`src/rtl/bt_time_cmd_ctrl.sv`:
```
// Parses "T"+HHMMSS and "A"+HHMM ASCII frames from the UART receiver into range-checked
// binary load strobes for the clock and alarm counters.
module bt_time_cmd_ctrl #(
   parameter int unsigned TIMEOUT_CYCLES = 50_000_000
) (
   input  logic       clk,
   input  logic       rst,
   input  logic [7:0] rx_data,
   input  logic       rx_valid,
   output logic       busy,
   output logic       time_load,
   output logic [4:0] time_hour,
   output logic [5:0] time_min,
   output logic [5:0] time_sec,
   output logic       alarm_load,
   output logic [4:0] alarm_hour,
   output logic [5:0] alarm_min,
   output logic       cmd_err,
   output logic [1:0] err_code
);

   localparam int CntW = ($clog2(TIMEOUT_CYCLES) > 0) ? $clog2(TIMEOUT_CYCLES) : 1;
   localparam logic [CntW-1:0] CntLast = CntW'(TIMEOUT_CYCLES - 1);

   typedef enum logic [1:0] {StIdle, StCollect, StCommit} state_e;

   state_e          state_q, state_d;
   logic            kind_q, kind_d;  // 0: time frame, 1: alarm frame
   logic [2:0]      idx_q, idx_d;
   logic [CntW-1:0] cnt_q, cnt_d;
   logic [3:0]      digits_q [6];
   logic [3:0]      digits_d [6];

   logic       time_load_d, alarm_load_d, cmd_err_d;
   logic [4:0] time_hour_d, alarm_hour_d;
   logic [5:0] time_min_d, time_sec_d, alarm_min_d;
   logic [1:0] err_code_d;

   logic       is_digit, is_time_cmd, is_alarm_cmd, range_ok;
   logic [2:0] need;
   logic [6:0] hour_val, min_val, sec_val;

   function automatic logic [6:0] times10(input logic [3:0] d);
      return ({3'b000, d} << 3) + ({3'b000, d} << 1);
   endfunction

   assign is_digit     = (rx_data >= 8'h30) && (rx_data <= 8'h39);
   assign is_time_cmd  = (rx_data == 8'h54) || (rx_data == 8'h74);
   assign is_alarm_cmd = (rx_data == 8'h41) || (rx_data == 8'h61);
   assign need         = kind_q ? 3'd4 : 3'd6;

   assign hour_val = times10(digits_q[0]) + {3'b000, digits_q[1]};
   assign min_val  = times10(digits_q[2]) + {3'b000, digits_q[3]};
   assign sec_val  = times10(digits_q[4]) + {3'b000, digits_q[5]};
   assign range_ok = (hour_val <= 7'd23) && (digits_q[2] <= 4'd5) &&
                     (kind_q || (digits_q[4] <= 4'd5));

   assign busy = (state_q == StCollect);

   always_comb begin
      state_d      = state_q;
      kind_d       = kind_q;
      idx_d        = idx_q;
      cnt_d        = cnt_q;
      digits_d     = digits_q;
      time_load_d  = 1'b0;
      alarm_load_d = 1'b0;
      cmd_err_d    = 1'b0;
      err_code_d   = err_code;
      time_hour_d  = time_hour;
      time_min_d   = time_min;
      time_sec_d   = time_sec;
      alarm_hour_d = alarm_hour;
      alarm_min_d  = alarm_min;

      unique case (state_q)
         StIdle: begin
            if (rx_valid && (is_time_cmd || is_alarm_cmd)) begin
               kind_d     = is_alarm_cmd;
               idx_d      = 3'd0;
               cnt_d      = '0;
               err_code_d = 2'd0;
               state_d    = StCollect;
            end
         end
         StCollect: begin
            // An arriving byte takes priority over a same-cycle timeout expiry.
            if (rx_valid) begin
               cnt_d = '0;
               if (is_digit) begin
                  digits_d[idx_q] = rx_data[3:0];
                  idx_d           = idx_q + 3'd1;
                  if (idx_q == need - 3'd1) state_d = StCommit;
               end else begin
                  cmd_err_d  = 1'b1;
                  err_code_d = 2'd1;
                  state_d    = StIdle;
               end
            end else if (cnt_q == CntLast) begin
               cmd_err_d  = 1'b1;
               err_code_d = 2'd3;
               state_d    = StIdle;
            end else begin
               cnt_d = cnt_q + 1'b1;
            end
         end
         StCommit: begin
            if (!range_ok) begin
               cmd_err_d  = 1'b1;
               err_code_d = 2'd2;
            end else if (kind_q) begin
               alarm_load_d = 1'b1;
               alarm_hour_d = hour_val[4:0];
               alarm_min_d  = min_val[5:0];
            end else begin
               time_load_d = 1'b1;
               time_hour_d = hour_val[4:0];
               time_min_d  = min_val[5:0];
               time_sec_d  = sec_val[5:0];
            end
            state_d = StIdle;
         end
         default: state_d = StIdle;
      endcase
   end

   always_ff @(posedge clk) begin
      if (rst) begin
         state_q    <= StIdle;
         kind_q     <= 1'b0;
         idx_q      <= 3'd0;
         cnt_q      <= '0;
         digits_q   <= '{default: 4'd0};
         time_load  <= 1'b0;
         alarm_load <= 1'b0;
         cmd_err    <= 1'b0;
         err_code   <= 2'd0;
         time_hour  <= 5'd0;
         time_min   <= 6'd0;
         time_sec   <= 6'd0;
         alarm_hour <= 5'd0;
         alarm_min  <= 6'd0;
      end else begin
         state_q    <= state_d;
         kind_q     <= kind_d;
         idx_q      <= idx_d;
         cnt_q      <= cnt_d;
         digits_q   <= digits_d;
         time_load  <= time_load_d;
         alarm_load <= alarm_load_d;
         cmd_err    <= cmd_err_d;
         err_code   <= err_code_d;
         time_hour  <= time_hour_d;
         time_min   <= time_min_d;
         time_sec   <= time_sec_d;
         alarm_hour <= alarm_hour_d;
         alarm_min  <= alarm_min_d;
      end
   end

endmodule

```
`config.mk`:
```
export PLATFORM = sky130hd
export DESIGN_NAME = bt_time_cmd_ctrl
export DESIGN_NICKNAME = d
export VERILOG_FILES = /design/src/rtl/bt_time_cmd_ctrl.sv
export SDC_FILE = /design/constraint.sdc
export NUM_CORES = 1
export LEC_CHECK = 0
export BUFFER_PORTS_ARGS = -buffer_cell sky130_fd_sc_hd__buf_2
export CORE_MARGIN = 5
export CORE_UTILIZATION = 50
export CTS_CLUSTER_SIZE = 40
export DETAILED_ROUTE_END_ITERATION = 8
export PLACE_DENSITY_LB_ADDON = 0.2
export SLEW_MARGIN = 20
export SYNTH_ARGS = -nofsm -noshare
export SYNTH_HDL_FRONTEND = slang
export SYNTH_SLANG_ARGS = --single-unit
```
`constraint.sdc`:
```
create_clock -name clk -period 5.1 [get_ports clk]
set_clock_uncertainty 0.1 [all_clocks]
set_input_delay 0.255 -clock clk [delete_from_list [all_inputs] [get_ports clk]]
set_output_delay 0.255 -clock clk [all_outputs]
set_load 0.05 [all_outputs]
```
==> results.json, run 1 <==
{
  "status": "complete, no violations",
  "p_leak_uw": 0.00228,
  "setup.worst_path.start_class": "flip-flop",
  "finalCriticalPeriod_ps": 3640,
  "vias": 3499,
  "max_slew.worst_pin.slew_ps": 955,
  "dpl.hpwl_um": 6890,
  "worstPathArrival_ps": 3770,
  "fin_tns_setup_ps": 0,
  "final_cell_mix": "dfxtp_1 (89), nor2_1 (87), mux2i_1 (55)",
  "synth_edf_count": 0,
  "layout_commonest_cell": "dfxtp_1",
  "overflow": 0,
  "ys.flop_type": "dfxtp_1",
  "antenna_found_initial": 0,
  "cts_sinks": 89,
  "io_buffers": 44,
  "drive_above_1_share_pct": 16.0,
  "ys_seq_area_share_pct": 39.2,
  "synth_top_cell_area_share_pct": 39.2,
  "synth_top_cell_by_area": "dfxtp_1",
  "hold_class": "primary input to flip-flop",
  "wl_um": 9590,
  "fin_nets": 550,
  "fin_area_sq_mm": 0.00502,
  "post-cts-setup-buffer-count": 0,
  "core_area_sq_mm": 0.00881,
  "regArea_sq_mm": 0.00178,
  "drv_cap": 0,
  "cp.required_ps": 5230,
  "clock_latency_ps": 360,
  "synthCells": 476,
  "firstDrtPassIters": 4,
  "synth.avg_cell_area_sq_um": 9.56,
  "synth_cell_type_count": 61,
  "clk_pin_slew_ps": 90,
  "grt_max_degree": 70,
  "ioPinCount": 45,
  "synth_area_leaders": "dfxtp_1 (39%), mux2i_1 (12%), nor2_1 (7.2%), ha_1 (6.9%), xnor2_1 (2.7%)",
  "diodes": 0,
  "syn_to_final_growth_pct": 10.3,
  "synthArstFlopShare_pct": 0,
  "yosysWarnings": 0,
  "fmaxAchievable_mhz": 275,
  "die_h_um": 105,
  "min_period_over_period_pct": 71.4,
  "grt_usage_pct": 18.1,
  "clock_path_buffers": 2,
  "num_rows": 34,
  "syn_area_sq_mm": 0.00455,
  "end_kind": "flip-flop",
  "via_per_inst": 5.63,
  "dieArea_sq_mm": 0.0111,
  "cts-htree-levels": 3,
  "cts_made_buffers": 9,
  "hold_violations": 0,
  "power.total_uw": 1300,
  "grt_pass1_vias": 3487,
  "dr.first_iter.drc_count": 151,
  "ctsHoldBuffers": 0,
  "syn-num-nets": 518,
  "drc": 0,
  "setup_viol": 0,
  "die_w_um": 105,
  "ctsResizeCount": 0,
  "ir_worst_vdd_v": 0.000172,
  "slew_headroom_pct": 36.4,
  "ys_seq_elements": 89,
  "path_class": "flip-flop to flip-flop",
  "n_fill_cell": 793,
  "grt_pass1_wl_um": 16700,
  "drv_slew": 0,
  "start_util_pct": 51.7,
  "wire_per_inst_um": 15.4,
  "multi_input_area_sq_mm": 0.00259,
  "cp_max_fo": 12,
  "cts_tree": "built",
  "placed_area_sq_mm": 0.00480,
  "root_buffer": "clkbuf_8",
  "postRouteAntennaNets": 0,
  "gp_congestion": 0.839,
  "rsz0062_at_grt": "no",
  "power_density_mw_per_mm2": 259
}
==> routing by layer <==
layer | wire length [um] | GRT usage [%] | part of all wire, % | vias to the layer above
met3 | 505 | 4.58 | 5.3 | 12
met1 | 4880 | 25.4 | 51 | 1682
met2 | 4070 | 27.5 | 42 | 73
met4 | 133 | 5.44 | 1.4 | 0
li1 | - | - | - | 1732
met5 | 0 | 0 | 0 | -
==> final timing paths <==
| kind | startpoint | slack, ps | to | depth (start not counted) |
|---|---|---|---|---|
| max reg2reg | digits_q[19]$_SDFFE_PP0P_ | 1460 | alarm_hour[2]$_SDFFE_PP0P_ | 9 |
| max | digits_q[19]$_SDFFE_PP0P_ | 1460 | alarm_hour[2]$_SDFFE_PP0P_ | 9 |
| min reg2reg | err_code[0]$_SDFFE_PP0P_ | 390 | err_code[0]$_SDFFE_PP0P_ | 2 |
| min | rx_data[7] | 150 | kind_q$_SDFFE_PP0P_ | 4 |
==> cells in the mapped netlist, types with 2 or more instances <==
cell      number
nand2_1       13
o31ai_1        3
buf_6          2
nor3_1        11
buf_2          8
o21ai_0        8
nand3_1       12
nor4_1         2
nand2b_1       5
or4_1          4
mux2i_1       55
clkbuf_1      13
a21o_1         3
nor4_2         2
nor2_1        87
ha_1          25
and2_1         3
and4_1         8
nand4_1       14
xnor2_1       14
dfxtp_1       89
fa_1           6
nor4b_4        4
o21ai_1        3
and3_1         6
a21oi_1       17
inv_1         15
xor2_1        10
or3_1          2
==> layout make-up <==
cell class,instances,area share [%]
Clock buffer,9,2.47
Multi-Input combinational cell,347,51.6
Timing Repair Buffer,46,4.68
Inverter,15,1.12
Clock inverter,7,1.97
Tap cell,108,2.69
Sequential cell,89,35.5
==> flip-flops by register name (all words and copies together) (netlist names), 3 cells and up <==
name,flops
time_min,6
digits_q,24
time_hour,5
cnt_q,26
alarm_min,6
idx_q,3
time_sec,6
alarm_hour,5
==> worst max-delay path, cell delays in order (launching register included) <==
cell and delay, ps:
dfxtp_1 340, fa_1 580, inv_1 80, fa_1 440, xnor2_1 180, a221o_1 360
nor3_2 230, nand4_1 730, mux2i_1 400, nor2_1 60
==> power by group <==
part	total (uW)	switching (uW)	internal (uW)
registers	697	1.07	696
clock network	547	267	280
logic	57.9	42.3	15.6
==> metrics by stage <==
stage                     hold WS [ps]  setup WS, ps  cells  utilization [%]
after floorplan                    299          2120    476                -
after global placement             359          1630    605             54.5
after detailed placement           377          1470    605             54.5
after CTS                          137          1460    621             57.0
after global routing               175          1180    621             57.0
final                              152          1460    621             57.0
==> cells by family (layout without fill, tap and decap cells) <==
logic type	Yosys count	count (layout)	synth area share, %
AO/OA/AOI/OAI	48	48	7.20
XOR/XNOR	24	24	4.62
adder cells (fa/ha/maj)	31	31	9.51
buffers and inverters	40	77	3.93
flip-flops	89	89	39.2
multiplexers	56	56	12.3
AND/OR/NAND/NOR	188	188	23.2
(Power assumes the default switching activity.)
==> inputs of run 2 (changes only) <==
- clock period: 5.1 -> 3.64 ns (I/O delays scaled with it)
==> run 2 against run 1 <==
  * Core utilization is 0.30 points lower
  * Clock power rose by 14%
  * Die area unchanged
  * First-iteration DRC count is 17% higher
  * Total power up 29%
  * Register-to-register slack worse by 890 ps
  * Cell area is 0.52% lower
  * Critical endpoint is now err_code[1]$_SDFFE_PP0P_
  * Largest power group unchanged
==> results.json, run 2 (synthesis results as in run 1) <==
{
  "cts-htree-levels": 3,
  "wl_um": 9390,
  "ir_worst_vdd_v": 0.000221,
  "p_leak_uw": 0.00227,
  "fin_tns_setup_ps": 0,
  "grtUsageMet2_pct": 25.0,
  "io_buffers": 44,
  "diodes": 0,
  "end_kind": "flip-flop",
  "largest-register": "cnt_q",
  "postRouteAntennaNets": 0,
  "dpl.hpwl_um": 6760,
  "num_rows": 34,
  "core_area_sq_mm": 0.00881,
  "drive_above_1_share_pct": 16.1,
  "ioPinCount": 45,
  "clk_pin_slew_ps": 90,
  "cts_tree": "built",
  "rsz0062_at_grt": "no",
  "wire_per_inst_um": 15.1,
  "final_cell_mix": "dfxtp_1 (89), nor2_1 (87), mux2i_1 (55)",
  "grt_max_degree": 69,
  "reg.largest.list": "cnt_q: 26 flops, digits_q: 24 flops",
  "met3_usage_pct": 3.00,
  "cts_made_buffers": 9,
  "hold_violations": 0,
  "layout_commonest_cell": "dfxtp_1",
  "die_w_um": 105,
  "fin_nets": 552,
  "cp.required_ps": 3770,
  "fmaxAchievable_mhz": 326,
  "dieArea_sq_mm": 0.0111,
  "grt_use_met1_pct": 27.5,
  "largest_reg_flops": 26,
  "setup.worst_path.start_class": "flip-flop",
  "slew_headroom_pct": 50.2,
  "min_period_over_period_pct": 84.3,
  "setup_viol": 0,
  "drv_slew": 0,
  "finalCriticalPeriod_ps": 3070,
  "cp_max_fo": 3,
  "firstDrtPassIters": 4,
  "ctsHoldBuffers": 0,
  "die_h_um": 105,
  "busiest_layer": "met1",
  "drc": 0,
  "start_util_pct": 51.7,
  "clock_path_buffers": 2,
  "holdWs_ps": 50.2,
  "vias": 3470,
  "path_class": "flip-flop to flip-flop",
  "via_per_inst": 5.57,
  "clock_latency_ps": 340,
  "overflow": 0,
  "dr.first_iter.drc_count": 177,
  "power_density_mw_per_mm2": 337,
  "hold_class": "primary input to flip-flop",
  "grt_pass1_vias": 3323,
  "grt_pass1_wl_um": 16300,
  "grt_usage_pct": 17.6,
  "worstPathArrival_ps": 3200,
  "drv_cap": 0,
  "gp_congestion": 0.850,
  "fin_area_sq_mm": 0.00499,
  "max_slew.worst_pin.slew_ps": 741,
  "cts_sinks": 89,
  "placed_area_sq_mm": 0.00481,
  "post-cts-setup-buffer-count": 0,
  "syn_to_final_growth_pct": 9.76,
  "ctsResizeCount": 0,
  "antenna_found_initial": 0,
  "status": "complete, no violations",
  "n_fill_cell": 782,
  "root_buffer": "clkbuf_8"
}
## run 2: worst paths after layout
check                                 start                        to  slack [ps]  cells after the start
hold reg to reg    time_min[2]$_SDFFE_PP0P_  time_min[2]$_SDFFE_PP0P_         400                      2
setup / recovery  digits_q[19]$_SDFFE_PP0P_  err_code[1]$_SDFFE_PP0P_         570                      9
setup reg to reg  digits_q[19]$_SDFFE_PP0P_  err_code[1]$_SDFFE_PP0P_         570                      9
hold / removal                          rst        cmd_err$_SDFF_PP0_          50                      4
## run 2: report_power, final
group | switching (uW) | leakage (uW) | internal (uW)
logic | 59.0 | 0.00146 | 22.6
registers | 1.63 | 0.000716 | 974
clock network | 353 | 0.0000939 | 273
## run 2: metrics by stage
step / total power (uW) / setup WS [ps] / cells / util, %
global placement: 1080 / 647 / 607 / 54.7
detailed placement: 1080 / 587 / 607 / 54.7
finish: 1680 / 570 / 623 / 56.7
global route: 1750 / 354 / 623 / 56.7
floorplan: 1060 / 664 / 476 / -
CTS: 1710 / 572 / 623 / 56.7
## run 2: cell type report
cell class              instances  area [sq um]  share of cell area (%)
well taps                     108           135                    2.71
clock buffers                  11           141                    2.83
inverters                      15          56.3                    1.13
repair buffers                 48           250                    5.01
flip-flops and latches         89          1780                    35.7
multi-input cells             347          2590                    51.9
clock inverters                 5          40.0                   0.802
## run 2: metal layers
metal | vias to the layer above | wire [um] | part of all wire (%)
met5 | - | 0 | 0
met3 | 7 | 488 | 5.2
met4 | 0 | 69 | 0.73
met2 | 74 | 3940 | 42
met1 | 1646 | 4900 | 52
li1 | 1743 | - | -
## run 2: critical path, cell delays in order, from the launching register on
cell and delay [ps]:
dfxtp_1 330, fa_1 560, inv_1 70, fa_1 440, xnor2_1 180, a221o_1 360, nor3_2 260, nand2_1 100
o2111a_1 290, mux2_2 280
==> inputs of run 3 (changes only) <==
- clock period: 3.64 -> 2.6 ns (I/O delays scaled with it)
==> run 3 against run 2 <==
  * The run now ends with setup timing left
  * Worst setup slack worse by 900 ps
  * Worst hold slack worse by 9.4 ps
  * Combinational power up 59%
  * Count of clock-buffer cells in the layout up 1
  * Register-to-register slack worse by 900 ps
  * Clock power up 45%
  * Cell area up 3.8%
  * Die area unchanged
  * Critical path type unchanged
  * Highest routed layer unchanged
==> results.json, run 3 (synthesis results as in run 1) <==
{
  "status": "complete, but fails checks",
  "violations": "setup timing",
  "drc": 0,
  "setup_viol": 33,
  "cts_tree": "built",
  "root_buffer": "clkbuf_8",
  "vias": 3537,
  "final_cell_mix": "dfxtp_1 (88), nor2_1 (87), mux2i_1 (55)",
  "start_util_pct": 51.7,
  "grt_pass1_wl_um": 16400,
  "power_frac_clock_pct": 37.8,
  "layout_commonest_cell": "dfxtp_1",
  "crit_slowest_cell": "fa_1",
  "internal-power_uw": 1830,
  "fmaxAchievable_mhz": 342,
  "seqPwrFrac_pct": 56.8,
  "reg2reg_depth": 9,
  "diodes": 0,
  "power_density_mw_per_mm2": 464,
  "cp_slowest_stage_delay_ps": 580,
  "hold_depth": 3,
  "pwr-share-comb_pct": 5.4,
  "crit_chain": "fa_1 > inv_2 > fa_2 > xnor2_2 > a221o_1 > nor3_4 > nand2_1 > o2111a_1 > mux2_2",
  "clock_latency_ps": 350,
  "min_period_over_period_pct": 113,
  "drv_slew": 0,
  "cts_made_buffers": 9,
  "largest-register": "cnt_q",
  "die_h_um": 105,
  "overflow": 0,
  "antenna_found_initial": 0,
  "slew_headroom_pct": 54.3,
  "r2r-end": "err_code[1]$_SDFFE_PP0P_",
  "drive_above_1_share_pct": 19.8,
  "met1_length_um": 4760,
  "ioPinCount": 45,
  "dieArea_sq_mm": 0.0111,
  "setup.worst_path.start_class": "flip-flop",
  "firstDrtPassIters": 4,
  "path_class": "flip-flop to flip-flop",
  "via_per_inst": 5.54,
  "drv_cap": 0,
  "grt_max_degree": 69,
  "n_fill_cell": 777,
  "hold_violations": 0,
  "num_rows": 34,
  "dpl.hpwl_um": 7080,
  "postRouteAntennaNets": 0,
  "holdWs_ps": 40.8,
  "grt_usage_pct": 17.8,
  "max_slew.worst_pin.slew_ps": 685,
  "min-delay-start": "rx_valid",
  "cts_sinks": 89,
  "fin_tns_setup_ps": -7860,
  "grt_pass1_vias": 3398,
  "hold_class": "primary input to flip-flop",
  "cp_max_fo": 3,
  "p_leak_uw": 0.00239,
  "top_layer_used": "met4",
  "rrSetupSlack_ps": -330,
  "reg2reg_from": "digits_q[19]$_SDFFE_PP0P_",
  "fin_nets": 569,
  "clock_path_buffers": 2,
  "worstPathArrival_ps": 3070,
  "place_ws_ps": -278,
  "die_w_um": 105,
  "switching_power_uw": 573,
  "switching_share_pct": 23.8,
  "io_buffers": 44,
  "cp.required_ps": 2740,
  "largest_reg_flops": 26,
  "clk_pin_slew_ps": 90,
  "fin_util_pct": 58.9,
  "core_area_sq_mm": 0.00881,
  "rsz0062_at_grt": "yes",
  "wl_met2_um": 4350,
  "finalCriticalPeriod_ps": 2930,
  "wire_per_inst_um": 15.2,
  "dr.first_iter.drc_count": 133,
  "wl_um": 9710,
  "end_kind": "flip-flop",
  "wl_met3_um": 453,
  "gp_congestion": 0.918,
  "holdPathEnd": "kind_q$_SDFFE_PP0P_",
  "syn_to_final_growth_pct": 13.9,
  "finalWorstSetupSlack_ps": -326,
  "ir_worst_vdd_v": 0.000322,
  "reg.largest.list": "cnt_q: 26 flops, digits_q: 24 flops",
  "cts-htree-levels": 3,
  "power.total_uw": 2410
}
==> run 3: critical path: cells and delay by family, from the launching register on <==
kind                       cells  cell delay, ps
adders and majority gates      2            1000
AOI/OAI and AO/OA              2             640
DFF                            1             340
muxes                          1             280
and+or+nand+nor                2             250
xor gates and xnor gates       1             150
buffers and inverters          1              60
==> run 3: layer usage <==
| layer | vias up | GRT usage [%] |
|---|---|---|
| met5 | - | 0 |
| met4 | 0 | 5.44 |
| met3 | 16 | 3.00 |
| met2 | 93 | 27.3 |
| met1 | 1662 | 25.6 |
| li1 | 1766 | - |
==> run 3: worst max-delay path by stage <==
stage	slack [ps]	cells after the start	start	end
finish	-330	9	digits_q[19]$_SDFFE_PP0P_	err_code[1]$_SDFFE_PP0P_
global route	-450	9	digits_q[19]$_SDFFE_PP0P_	err_code[1]$_SDFFE_PP0P_
CTS	-320	9	digits_q[19]$_SDFFE_PP0P_	err_code[1]$_SDFFE_PP0P_
detailed placement	-280	9	digits_q[19]$_SDFFE_PP0P_	err_code[1]$_SDFFE_PP0P_
global placement	-240	9	digits_q[19]$_SDFFE_PP0P_	err_code[1]$_SDFFE_PP0P_
floorplan	-180	9	digits_q[19]$_SDFFE_PP0P_	err_code[1]$_SDFFE_PP0P_
==> run 3: power groups by stage <==
| stage | registers (uW) | logic [uW] | clock network, uW |
|---|---|---|---|
| floorplan | 1400 | 79.6 | 0 |
| finish | 1370 | 130 | 910 |
| detailed placement | 1400 | 128 | 0 |
| global placement | 1400 | 126 | 0 |
| global route | 1370 | 139 | 994 |
| CTS | 1370 | 130 | 936 |
==> run 3: cell type report <==
type	instances	area, sq um	share of cell area [%]
Inverter	15	56.3	1.09
Multi-Input combinational cell	347	2610	50.4
Clock inverter	3	25.0	0.483
Sequential cell	89	1780	34.4
Tap cell	108	135	2.61
Timing Repair Buffer	65	409	7.89
Clock buffer	12	165	3.19
==> run 3: metrics by stage <==
step | area [sq um] | instances
finish | 5180 | 639
global route | 5180 | 639
CTS | 5170 | 639
detailed placement | 4960 | 622
global placement | 4960 | 622
floorplan | 4580 | 476
==> run 3: repair_timing <==
item                                   CTS  global route
pin swaps                                0             2
endpoints found under the hold margin    1             0
buffers inserted                         1             0
hold buffers                             1             0
gates resized for setup                  1             3
setup endpoints to repair               33            33
